$ cat config.mk
export PLATFORM = sky130hd
export DESIGN_NAME = inst_fetch_ctrl
export DESIGN_NICKNAME = d
export VERILOG_FILES = /design/src/rtl/inst_fetch_ctrl_pkg.sv /design/src/rtl/inst_fetch_ctrl.sv
export SDC_FILE = /design/constraint.sdc
export NUM_CORES = 1
export LEC_CHECK = 0
export CORE_ASPECT_RATIO = 0.5
export CORE_UTILIZATION = 52
export DETAILED_ROUTE_END_ITERATION = 8
export GPL_TIMING_DRIVEN = 0
export PLACE_DENSITY = 0.92
export SYNTH_ARGS = -nofsm -noshare
export SYNTH_HDL_FRONTEND = slang
export SYNTH_SLANG_ARGS = --single-unit
$ cat constraint.sdc
create_clock -name clk -period 3.4 [get_ports clk]
set_clock_uncertainty 0.05 [all_clocks]
set_input_delay 0.68 -clock clk [delete_from_list [all_inputs] [get_ports clk]]
set_output_delay 0.68 -clock clk [all_outputs]
set_load 0.01 [all_outputs]
$ cat src/rtl/inst_fetch_ctrl_pkg.sv
// Shared constants and state encoding for the instruction fetch controller.
package inst_fetch_ctrl_pkg;

    typedef enum logic {
        FETCH_ISSUE = 1'b0,
        FETCH_HOLD  = 1'b1
    } fetch_state_t;

    localparam logic [2:0]  WORD_BYTES = 3'd4;
    localparam logic [31:0] ZERO_WORD  = 32'h0000_0000;

endpackage

$ cat src/rtl/inst_fetch_ctrl.sv
// Instruction fetch controller: assembles 32-bit words from four byte reads
// on a shared memory port, owns the PC and raises the fetch stall request.
//
// state       | meaning
// ------------+------------------------------------------------
// FETCH_ISSUE | issuing byte reads / collecting responses
// FETCH_HOLD  | word complete, presented until consumed
module inst_fetch_ctrl
    import inst_fetch_ctrl_pkg::*;
#(
    parameter int              ADDR_W   = 32,
    parameter logic [ADDR_W-1:0] RESET_PC = '0
) (
    input  logic              clk,
    input  logic              rst,
    input  logic              stall_i,
    input  logic              branch_en_i,
    input  logic [ADDR_W-1:0] branch_target_i,
    output logic [ADDR_W-1:0] mem_addr_o,
    output logic              mem_rd_o,
    input  logic              mem_busy_i,
    input  logic [7:0]        mem_data_i,
    output logic [ADDR_W-1:0] pc_o,
    output logic [31:0]       inst_o,
    output logic              valid_o,
    output logic              stall_req_o
);

    fetch_state_t      state, state_nxt;
    logic [ADDR_W-1:0] pc, pc_nxt;
    logic [2:0]        issue_cnt, issue_nxt;
    logic [2:0]        rcv_cnt, rcv_nxt;
    logic              pend, pend_nxt;
    logic [23:0]       lanes, lanes_nxt;
    logic [31:0]       inst_q, inst_nxt;
    logic              valid_q, valid_nxt;
    logic              accept;

    assign mem_rd_o    = ~rst && (state == FETCH_ISSUE) && (issue_cnt < WORD_BYTES);
    assign mem_addr_o  = pc + {{(ADDR_W-3){1'b0}}, issue_cnt};
    assign accept      = mem_rd_o && ~mem_busy_i;
    assign pc_o        = pc;
    assign valid_o     = valid_q;
    assign inst_o      = valid_q ? inst_q : ZERO_WORD;
    assign stall_req_o = ~rst && ~valid_q;

    always_ff @(posedge clk) begin
        if (rst) begin
            state     <= FETCH_ISSUE;
            pc        <= RESET_PC;
            issue_cnt <= '0;
            rcv_cnt   <= '0;
            pend      <= 1'b0;
            lanes     <= '0;
            inst_q    <= ZERO_WORD;
            valid_q   <= 1'b0;
        end else begin
            state     <= state_nxt;
            pc        <= pc_nxt;
            issue_cnt <= issue_nxt;
            rcv_cnt   <= rcv_nxt;
            pend      <= pend_nxt;
            lanes     <= lanes_nxt;
            inst_q    <= inst_nxt;
            valid_q   <= valid_nxt;
        end
    end

    always_comb begin
        state_nxt = state;
        pc_nxt    = pc;
        issue_nxt = issue_cnt;
        rcv_nxt   = rcv_cnt;
        pend_nxt  = pend;
        lanes_nxt = lanes;
        inst_nxt  = inst_q;
        valid_nxt = valid_q;

        if (branch_en_i) begin
            // Clearing pend drops both the in-flight response and any request accepted now.
            pc_nxt    = {branch_target_i[ADDR_W-1:2], 2'b00};
            issue_nxt = '0;
            rcv_nxt   = '0;
            pend_nxt  = 1'b0;
            valid_nxt = 1'b0;
            state_nxt = FETCH_ISSUE;
        end else begin
            case (state)
                FETCH_ISSUE: begin
                    pend_nxt = accept;
                    if (accept) issue_nxt = issue_cnt + 3'd1;
                    if (pend) begin
                        rcv_nxt = rcv_cnt + 3'd1;
                        case (rcv_cnt)
                            3'd0: lanes_nxt[7:0]   = mem_data_i;
                            3'd1: lanes_nxt[15:8]  = mem_data_i;
                            3'd2: lanes_nxt[23:16] = mem_data_i;
                            default: begin
                                inst_nxt  = {mem_data_i, lanes};
                                valid_nxt = 1'b1;
                                state_nxt = FETCH_HOLD;
                            end
                        endcase
                    end
                end
                FETCH_HOLD: begin
                    if (!stall_i) begin
                        pc_nxt    = pc + ADDR_W'(WORD_BYTES);
                        issue_nxt = '0;
                        rcv_nxt   = '0;
                        pend_nxt  = 1'b0;
                        valid_nxt = 1'b0;
                        state_nxt = FETCH_ISSUE;
                    end
                end
                default: state_nxt = FETCH_ISSUE;
            endcase
        end
    end

endmodule

* After elaboration in Yosys (flattened, before gate mapping)
Index checks and enable logic that the tools add are counted.
Storage, ports and cells: flip-flop bits (word level) 97, input bits 45, output and inout port bits 99, word-level logic and storage cells 65
Cells by class: add/sub/neg operators 4, order comparisons 1, eq/ne operators 7, mux-type cells 18, bitwise logic cells 7, reduce and logical (&&, ||, !) cells 17
Operator list (number):
- $mux 32 | 4
- $add 32x3->32 | 1
- $add 32x3->32 const B | 1
- $reduce_and 4->1 | 4
- $pmux 3 s2 | 2
- $mux 3 | 3
- $ne 2x2->1 const B | 4
- $reduce_and 2->1 | 4
- $not 1->1 | 7
- $add 3x1->3 const B | 2
- $mux 1 | 6
- $pmux 1 s2 | 3
- $logic_and 1x1->1 | 4
- $eq 3x1->1 const B | 1
- $eq 3x2->1 const B | 1
- $logic_not 3->1 | 1
- $lt 3x3->1 const B | 1
- $reduce_and 3->1 | 1
- $reduce_or 3->1 | 1
- $ne 2x1->1 const B | 1
- $reduce_bool 2->1 | 1
- $reduce_or 2->1 | 1

* Logic depth before layout (Yosys ltp)
depth after elaboration 6, mapped depth 8, gate-level depth less buffers 6

* Least setup slack after synthesis
OpenSTA, ideal clock, no wires.
path type reg2out, from register pc[2], in the netlist pc_o[2], to output mem_addr_o[23], data arrival time 1706 ps, required time 2670 ps, path slack 964 ps, cell stages (with the launch flop) 7, path buffers 0, cell sequence dfxtp_1 ha_1 nand3_1 or3_1 nor2_1 nand2_1 xnor2_1
Between the ends: word-level cells in the longest chain between the ends 1
RTL lines:
- start: declaration | RTL line inst_fetch_ctrl.sv:30 | logic [ADDR_W-1:0] pc, pc_nxt;
- start signal: assignment | RTL line inst_fetch_ctrl.sv:59 | pc <= pc_nxt;
- $add 32x3->32 | RTL line inst_fetch_ctrl.sv:40 | assign mem_addr_o = pc + {{(ADDR_W-3){1'b0}}, issue_cnt};
- end: declaration | RTL line inst_fetch_ctrl.sv:19 | output logic [ADDR_W-1:0] mem_addr_o,
Every way passes these cells.

* Final worst setup path
from register issue_cnt[2], to output mem_addr_o[29]
Between the ends: word-level cells in the longest chain between the ends 1
RTL lines:
- start: declaration | RTL line inst_fetch_ctrl.sv:31 | logic [2:0] issue_cnt, issue_nxt;
- start signal: assignment | RTL line inst_fetch_ctrl.sv:60 | issue_cnt <= issue_nxt;
- $add 32x3->32 | RTL line inst_fetch_ctrl.sv:40
Every way passes these cells.

==> impl_metrics.env <==
export IMPL_gr_total_overflow=0
export IMPL_firstDrtPassIters=5
export IMPL_maxSlewViolCount=0
export IMPL_ys_top_cells_by_count="nand2_1, dfxtp_1, a21oi_1"
export IMPL_synth_cells=649
export IMPL_die_area_sq_um=10000
export IMPL_rsz0062_at_grt="no"
export IMPL_grtUsageTotal_pct=29.5
export IMPL_dieWidth_um=141
export IMPL_post_route_drc_count=0
export IMPL_cts_inserted_buffers=9
export IMPL_async_flop_share_pct=0
export IMPL_port_buffers=137
export IMPL_synth_edf_count=0
export IMPL_globalplace_congestion=0.929
export IMPL_finalHoldViolCount=0
export IMPL_power_density_nw_per_um2=368
export IMPL_cp_start_kind="register"
export IMPL_grt_antenna_before_repair=0
export IMPL_yosys_warnings=0
export IMPL_worst_pin_slew_ns=0.596
export IMPL_ios=144
export IMPL_cts_sinks=95
export IMPL_criticalPathCategory="register to output pin"
export IMPL_pre_cts_slack_ns=0.176
export IMPL_syn_to_final_growth_pct=37.6
export IMPL_worstPathRequired_ns=2.67
export IMPL_coreArea_sq_um=9010
export IMPL_cts_root_buf="clkbuf_16"
export IMPL_grt_max_degree=17
export IMPL_cp_end_kind="output pin"
export IMPL_via_count=5283
export IMPL_wl_per_cell_um=16.0
export IMPL_drive_above_1_share_pct=8.46
export IMPL_p_leak_uw=0.00248
export IMPL_synthFlopType="dfxtp_1"
export IMPL_drt_iter0_drc=351
export IMPL_setup_slack_ns=0.0550
export IMPL_finalCriticalPeriod_ns=3.34
export IMPL_avgSynthCellArea_sq_um=7.71
export IMPL_routed_wl_um=14700
export IMPL_grt_first_pass_wirelength_um=23500
export IMPL_synth_seq_cells=95
export IMPL_yosysUniqueCellTypes=53
export IMPL_yosysTopAreaCell="dfxtp_1"
export IMPL_grt_pass1_vias=4857
export IMPL_hold_class="register to register"
export IMPL_rows=24
export IMPL_ys_seq_area_share_pct=38.0
export IMPL_finalSetupTns_ns=0
export IMPL_htree_num_levels=3
export IMPL_synth_top_area_share_pct=38.0
export IMPL_whs_ns=0.400
export IMPL_die_h_um=71.4
export IMPL_ant_nets=0
export IMPL_dp_hpwl_um=10600
export IMPL_holdBufCountCts=0
export IMPL_initial_core_util_pct=55.6
export IMPL_clk_pin_slew_ns=0.07
export IMPL_worstSkewPairLatency_ns=0.35
export IMPL_diodes=0
export IMPL_clk_path_buf_depth=2
export IMPL_synth_area_sq_um=5010
export IMPL_synth_area_leaders="dfxtp_1, nand2_1, a21oi_1, xnor2_1, and2_1"
export IMPL_peakVddDrop_uv=262
export IMPL_period_share_pct=98.4
export IMPL_outcome="completed"
export IMPL_yosysMostFrequentCell="nand2_1"
export IMPL_slew_headroom_pct=60.2
export IMPL_fill_cells=628
export IMPL_maxCapViolations=0
export IMPL_via_per_inst=5.74
export IMPL_max_freq_mhz=299
export IMPL_setup_violations=0
export IMPL_cp_arrival_ns=2.61
export IMPL_crit_fanout=4
export IMPL_cts_tree="done"
export IMPL_fin_nets=853
## critical path, cell delays in order, from the launching register on
cell	delay, ns
dfxtp_1	0.41
ha_1	0.22
nand3_2	0.14
nor2_2	0.22
nand3_1	0.22
nor4_1	0.31
xor2_1	0.18
clkdlybuf4s50_1	0.55
## metrics by stage
| step | total power [uW] | utilization, % | cell area (sq um) | cells |
|---|---|---|---|---|
| 4_1_cts | 2530 | 76.0 | 6850 | 919 |
| 2_1_floorplan | 1330 | - | 5010 | 650 |
| 5_1_grt | 2620 | 76.5 | 6890 | 921 |
| 6_report | 2540 | 76.5 | 6890 | 921 |
| 3_5_place_dp | 1510 | 72.5 | 6530 | 904 |
| 3_3_place_gp | 1500 | 72.5 | 6530 | 904 |
## power breakdown
part           internal, uW  total (uW)  switching (uW)  leakage, uW
clock network           594        1050             454     0.000146
registers              1140        1170            33.2     0.000772
logic                   167         320             152      0.00156
total                  1900        2540             640      0.00248
## area by class of cell
cell class              count  area, sq um  area share [%]
clock buffers              10          239            3.47
flip-flops and latches     95         1900            27.6
well taps                 117          146            2.13
inverters                   6         22.5           0.327
repair buffers            139         1390            20.2
multi-input cells         495         2850            41.4
clock inverters             5         63.8           0.926
plain buffers              54          268            3.89
## timing repair
item | 4_1_cts | 5_1_grt
buffers inserted | 0 | 2
endpoints found under the setup margin | 6 | 9
gates resized for setup | 5 | 7
endpoints found under the hold margin | 0 | 0
pin swaps | 0 | 1
## state kept, by name (all words and copies together) (netlist names)
| register | count |
|---|---|
| state | 1 |
| valid_o | 1 |
| inst_q | 32 |
| issue_cnt | 3 |
| rcv_cnt | 3 |
| lanes | 24 |
| pc_o | 30 |
| pend | 1 |
## worst paths after layout
path	startpoint	cells after the start	endpoint	slack [ns]
setup reg to reg	rcv_cnt[0]	8	inst_q[21]	1.11
hold / removal	lanes[2]	2	inst_q[2]	0.40
setup / recovery	issue_cnt[2]	7	mem_addr_o[29]	0.06
hold reg to reg	lanes[2]	2	inst_q[2]	0.40
## metal layers
metal | global-route usage [%] | vias to the layer above | part of all wire (%)
met2 | 50.2 | 298 | 47
met1 | 36.5 | 2446 | 42
met3 | 7.29 | 50 | 9.1
li1 | - | 2489 | -
met4 | 12.1 | 0 | 2.7
met5 | 0 | - | 0
## layout by cell type (no fill, tap or decap), types with 3 or more instances in the layout
master / n
nand2_1: 134
nor4_1: 3
mux2i_1: 3
and3_1: 6
buf_2: 17
nor2_1: 38
o22ai_1: 5
a211oi_1: 8
inv_1: 6
o21ai_0: 8
clkbuf_16: 9
inv_6: 3
buf_4: 8
buf_1: 3
ha_1: 8
nand4_1: 16
dfxtp_1: 94
nand3_2: 3
nor3_2: 4
a21oi_1: 76
a311oi_1: 4
xor2_1: 20
nor3_1: 13
dlymetal6s2s_1: 3
and2_1: 36
or3_1: 4
xnor2_1: 31
clkdlybuf4s50_1: 134
and4_1: 5
clkbuf_1: 25
nand3_1: 36
nand2b_1: 3
## kinds of logic after synthesis
kind of cell / count (synthesis) / share of synthesized area (%)
adder cells (fa/ha/maj): 8 / 2.00
flip-flops: 95 / 38.0
buffers and inverters: 60 / 5.75
AO/OA/AOI/OAI: 108 / 12.1
other: 1 / 0.0749
XOR/XNOR: 51 / 8.92
multiplexers: 4 / 0.825
AND/OR/NAND/NOR: 322 / 32.3
Note: power is estimated with default switching activity, not from simulation.
